[config.mk]
export PLATFORM = sky130hd
export DESIGN_NAME = pipeline_hazard_controller
export DESIGN_NICKNAME = d
export VERILOG_FILES = /design/src/rtl/pipeline_hazard_controller.sv
export SDC_FILE = /design/constraint.sdc
export NUM_CORES = 1
export LEC_CHECK = 0
export CAP_MARGIN = 25
export CORE_MARGIN = 3
export CORE_UTILIZATION = 33
export CTS_CLUSTER_SIZE = 20
export DETAILED_ROUTE_END_ITERATION = 6
export GPL_TIMING_DRIVEN = 0
export HOLD_SLACK_MARGIN = 0.03
export PLACE_DENSITY = 0.64
export SLEW_MARGIN = 20
export SYNTH_ARGS = -nofsm -noshare
export SYNTH_HDL_FRONTEND = slang
export SYNTH_SLANG_ARGS = --single-unit
[constraint.sdc]
create_clock -name clock -period 1.9 [get_ports clock]
set_input_delay 0.285 -clock clock [delete_from_list [all_inputs] [get_ports clock]]
set_output_delay 0.285 -clock clock [all_outputs]
set_load 0.03 [all_outputs]
[src/rtl/pipeline_hazard_controller.sv]
// Register scoreboard and hold sequencer for the read stage: counts in-flight
// writes per register, stalls reads of pending sources, and flushes on PC retire.
module pipeline_hazard_controller #(
  parameter int NR = 4,
  parameter int CW = 2
) (
  input  logic          clock,
  input  logic          reset_n,
  input  logic          read_valid,
  input  logic [4:0]    read_left,
  input  logic [4:0]    read_right,
  input  logic          read_right_is_memory,
  input  logic [4:0]    read_destination,
  input  logic          read_destination_is_memory,
  input  logic          write_valid,
  input  logic [4:0]    write_destination,
  input  logic          write_destination_is_memory,
  output logic          read_hold,
  output logic          flush,
  output logic [NR-1:0] pending,
  output logic          underflow_error
);

  localparam logic [4:0]    PC_IDX  = 5'(NR - 2);
  localparam logic [CW-1:0] CNT_MAX = {CW{1'b1}};
  localparam logic [CW-1:0] CNT_ONE = CW'(1);

  logic [CW-1:0] r_cnt [NR];
  logic          r_flush;
  logic          r_underflow;

  logic [CW-1:0] w_cnt_nxt [NR];
  logic [NR-1:0] w_pend;
  logic [NR-1:0] w_inc;
  logic [NR-1:0] w_dec;
  logic          w_hazard;
  logic          w_dest_full;
  logic          w_dest_counted;
  logic          w_issue;
  logic          w_retire;
  logic          w_pc_retire;
  logic          w_underflow;

  // Out-of-range indices alias register 0, which is never counted.
  function automatic logic f_counted(input logic [4:0] idx, input logic is_mem);
    return !is_mem && (idx != 5'd0) && (int'(idx) < NR);
  endfunction

  // Per-register pending flags straight from the counters.
  always_comb begin
    w_pend = '0;
    for (int i = 0; i < NR; i++) begin
      w_pend[i] = (i != 0) && (r_cnt[i] != {CW{1'b0}});
    end
  end

  // Hold decision: source hazards (PC and r0 excluded), full destination counter, flush.
  always_comb begin
    w_dest_counted = f_counted(read_destination, read_destination_is_memory);
    w_hazard       = 1'b0;
    w_dest_full    = 1'b0;
    for (int i = 1; i < NR; i++) begin
      w_hazard    = w_hazard | ((i != NR - 2) && w_pend[i] &&
                    ((read_left == 5'(i)) || (read_right == 5'(i))));
      w_dest_full = w_dest_full | (w_dest_counted && (read_destination == 5'(i)) &&
                    (r_cnt[i] == CNT_MAX));
    end
    read_hold = (read_valid & w_hazard) | w_dest_full | r_flush;
  end

  // Issue and retire strobes per register.
  always_comb begin
    w_issue     = read_valid & ~read_hold & w_dest_counted;
    w_retire    = write_valid & f_counted(write_destination, write_destination_is_memory);
    w_pc_retire = w_retire & (write_destination == PC_IDX);
    w_inc       = '0;
    w_dec       = '0;
    for (int i = 0; i < NR; i++) begin
      w_inc[i] = w_issue & (read_destination == 5'(i));
      w_dec[i] = w_retire & (write_destination == 5'(i));
    end
    w_underflow = |(w_dec & ~w_pend);
  end

  // Counter next-state; a PC retire wipes everything including same-cycle updates.
  always_comb begin
    for (int i = 0; i < NR; i++) begin
      w_cnt_nxt[i] = r_cnt[i];
      if (w_pc_retire) begin
        w_cnt_nxt[i] = {CW{1'b0}};
      end else if (w_inc[i] && w_dec[i]) begin
        w_cnt_nxt[i] = r_cnt[i];
      end else if (w_inc[i]) begin
        w_cnt_nxt[i] = r_cnt[i] + CNT_ONE;
      end else if (w_dec[i] && w_pend[i]) begin
        w_cnt_nxt[i] = r_cnt[i] - CNT_ONE;
      end else begin
        w_cnt_nxt[i] = r_cnt[i];
      end
    end
  end

  // State registers: counters, flush pulse, sticky underflow.
  always_ff @(posedge clock or negedge reset_n) begin
    if (!reset_n) begin
      for (int i = 0; i < NR; i++) begin
        r_cnt[i] <= {CW{1'b0}};
      end
      r_flush     <= 1'b0;
      r_underflow <= 1'b0;
    end else begin
      for (int i = 0; i < NR; i++) begin
        r_cnt[i] <= w_cnt_nxt[i];
      end
      r_flush     <= w_pc_retire;
      r_underflow <= r_underflow | w_underflow;
    end
  end

  assign flush           = r_flush;
  assign pending         = w_pend;
  assign underflow_error = r_underflow;

endmodule
==> results of run 1 <==
-- timing repair --
item / in CTS / in global routing
setup endpoints to repair: 3 / 7
pin swaps: 2 / 3
buffers inserted: 3 / 0
resized for setup: 13 / 13
-- layout make-up --
type / count / area [µm²] / area share
timing repair buffer: 33 / 348 / 0.301
buffer: 5 / 26.3 / 0.0227
tap: 27 / 33.8 / 0.0292
multi-input combinational: 65 / 507 / 0.438
inverter: 5 / 18.8 / 0.0162
clock buffer: 3 / 22.5 / 0.0195
sequential: 8 / 200 / 0.173
-- routing by layer --
metal / global-route usage / wire (µm)
met1: 0.191 / 868
met2: 0.242 / 958
met3: 0.0427 / 183
met4: 0.0596 / 23
met5: 0 / 0
-- stage by stage --
stage / total power (W) / instance area [µm²] / std cells / setup TNS, ns / setup slack [ns]
final: 0.000650 / 1160 / 146 / 0 / 0.0106
after global routing: 0.000695 / 1160 / 146 / -0.167 / -0.0547
after CTS: 0.000653 / 1110 / 146 / -0.0332 / -0.0314
after detailed placement: 0.000511 / 1050 / 140 / -1.97 / -0.782
after global placement: 0.000508 / 1050 / 140 / -1.85 / -0.777
after floorplan: 0.000390 / 716 / 83 / 0 / 0.191
-- cells in the final DEF, fill, tap and decap left out, types with 2 or more instances in the layout --
cell,Yosys,layout
a21oi_1,4,4
a21oi_4,0,2
buf_2,3,3
buf_4,1,4
clkbuf_4,0,3
clkdlybuf4s50_1,0,18
dfrtp_1,8,8
dlymetal6s2s_1,0,10
inv_1,5,5
mux2i_1,3,3
nand2_1,6,6
nand3_1,4,3
nand4_1,4,4
nand4b_1,5,5
nor2_1,5,5
nor3_1,2,2
nor4_1,4,4
nor4_4,2,3
o21ai_1,2,4
o21bai_2,0,2
or2_2,2,2
or4b_4,2,2
xnor2_1,2,2
-- critical path: stages --
cell and delay [ns]:
clkdlybuf4s50_1 0.41, or4b_4 0.51, a21oi_4 0.14, buf_4 0.16, nor4_4 0.05, buf_4 0.16
mux2_4 0.30, o211ai_2 0.06
-- worst paths after layout --
path	to	start	slack, ns
max	r_cnt[0]	read_right[2]	0.01
min	underflow_error	reset_n	0.32
max reg2reg	r_cnt[0]	r_cnt[0]	0.02
min reg2reg	underflow_error	underflow_error	0.48
max in group asynchronous	flush	reset_n	1.29
min in group clock	r_cnt[0]	write_destination[0]	0.47
-- logic make-up (layout without fill, tap and decap cells) --
group                  count (synthesis)  after routing  synth area share
buffers and inverters                 10             46            0.0629
flip-flops                             8              8             0.280
AO/OA/AOI/OAI                         17             17             0.164
other                                  1              1           0.00524
AND/OR/NAND/NOR                       41             41             0.400
multiplexers                           4              4            0.0629
XOR/XNOR                               2              2            0.0245
-- flip-flops by register name, summed over array words and instances, names as in the netlist --
name             count
flush                1
r_cnt                6
underflow_error      1
-- power by group through the flow --
stage	clock network, W	registers (W)	logic, W
after floorplan	0	0.000221	0.000169
after global placement	0	0.000210	0.000297
after detailed placement	0	0.000211	0.000300
after CTS	0.000137	0.000208	0.000308
after global routing	0.000147	0.000211	0.000337
final	0.000132	0.000208	0.000311
==> results_dict.tcl, run 1 <==
set metrics [dict create \
    drc 0 \
    fillCellCount 185 \
    final_util 0.578 \
    setup_viol 0 \
    yosysMostFrequentCell "dfrtp_1" \
    cts.clk_slew.worst_paths_ns 0.06 \
    cellPowerDensity_nw_per_um2 563 \
    num_io_pins 34 \
    fmax_mhz 529 \
    min_period_ns 1.89 \
    grt_pass1_wl_mm 3.13 \
    crit_required_ns 2.08 \
    worstSetupPathType "primary input to register" \
    core_um2 2000 \
    ys_seq_area_frac 0.280 \
    hp-class "primary input to async pin" \
    cp_data_arrival_time_ns 2.07 \
    cts_buffer_depth 2 \
    clock_sinks 8 \
    setup.worst_path.start_class "primary input" \
    synth_top_area_cell "dfrtp_1" \
    antenna_left 0 \
    netlist_area_um2 716 \
    via_per_inst 5.28 \
    synth_top_area_frac 0.280 \
    hold_buffers 0 \
    power.share.clock 0.203 \
    synthTopCellsByArea "dfrtp_1, nand4b_1, nor4_4" \
    clk_latency_ns 0.26 \
    antenna_found_initial 0 \
    syn_inst 83 \
    synthTopCellsByCount "dfrtp_1, nand2_1, inv_1, nand4b_1, nor2_1" \
    power_frac_seq 0.320 \
    rsz0062_at_grt "yes" \
    worst_setup_path_end_kind "register" \
    ys_types 33 \
    leakagePower_nw 0.545 \
    die_w_um 52.6 \
    synth_ff_type "dfrtp_1" \
    die_area_um2 2760 \
    die_height_um 52.6 \
    first_pass_iters 3 \
    crit_fanout 6 \
    p_sw_frac 0.363 \
    hold_viol_final 0 \
    track_usage 0.152 \
    start_util 0.357 \
    skew_ns 0.00684 \
    numCtsBuffers 3 \
    grt.overflow.total 0 \
    num_vias 771 \
    maxCapViolCount 0 \
    internal-power_w 0.000414 \
    wl_per_cell_um 13.9 \
    htreeDepth 1 \
    irDropWorstVdd_v 0.000403 \
    fin_crit_sh 0.994 \
    dp_hpwl_mm 1.43 \
    clockRootBuffer "clkbuf_4" \
    nets 148 \
    syn2layout_area_growth_pct 61.5 \
    switchingPower_w 0.000236 \
    cts_tree "built" \
    rows 16 \
    diodes 0 \
    synth_edf_count 0 \
    power_frac_comb 0.478 \
    ys_seq_elements 8 \
    maxSlewViolCount 0 \
    io_buffers 30 \
    grt_pass1_vias 709 \
    synth_area_per_cell_um2 8.62 \
    async_reset_ff_frac 1.00 \
    layout-drive-gt1-share 0.210 \
    syn_nets 110 \
    routed_wl_mm 2.03 \
    ys_warn_count 0 \
    dr.first_iter.drc_count 6 \
    whs_ns 0.319 \
    grt_start_max_net_pins 11 \
    ff2ff_path_depth 8 \
    gp_congestion 0.746 \
    status "finished, final reports clean" \
]
Power figures use the tool's default switching activity.
==> inputs of run 2 (changes only) <==
--- a/config.mk
+++ b/config.mk
@@ -13,7 +13,6 @@
 export GPL_TIMING_DRIVEN = 0
 export HOLD_SLACK_MARGIN = 0.03
 export PLACE_DENSITY = 0.64
-export SLEW_MARGIN = 20
 export SYNTH_ARGS = -nofsm -noshare
 export SYNTH_HDL_FRONTEND = slang
 export SYNTH_SLANG_ARGS = --single-unit
==> results of run 2 <==
Final layout, timing and power as in run 1 (identical DEF).
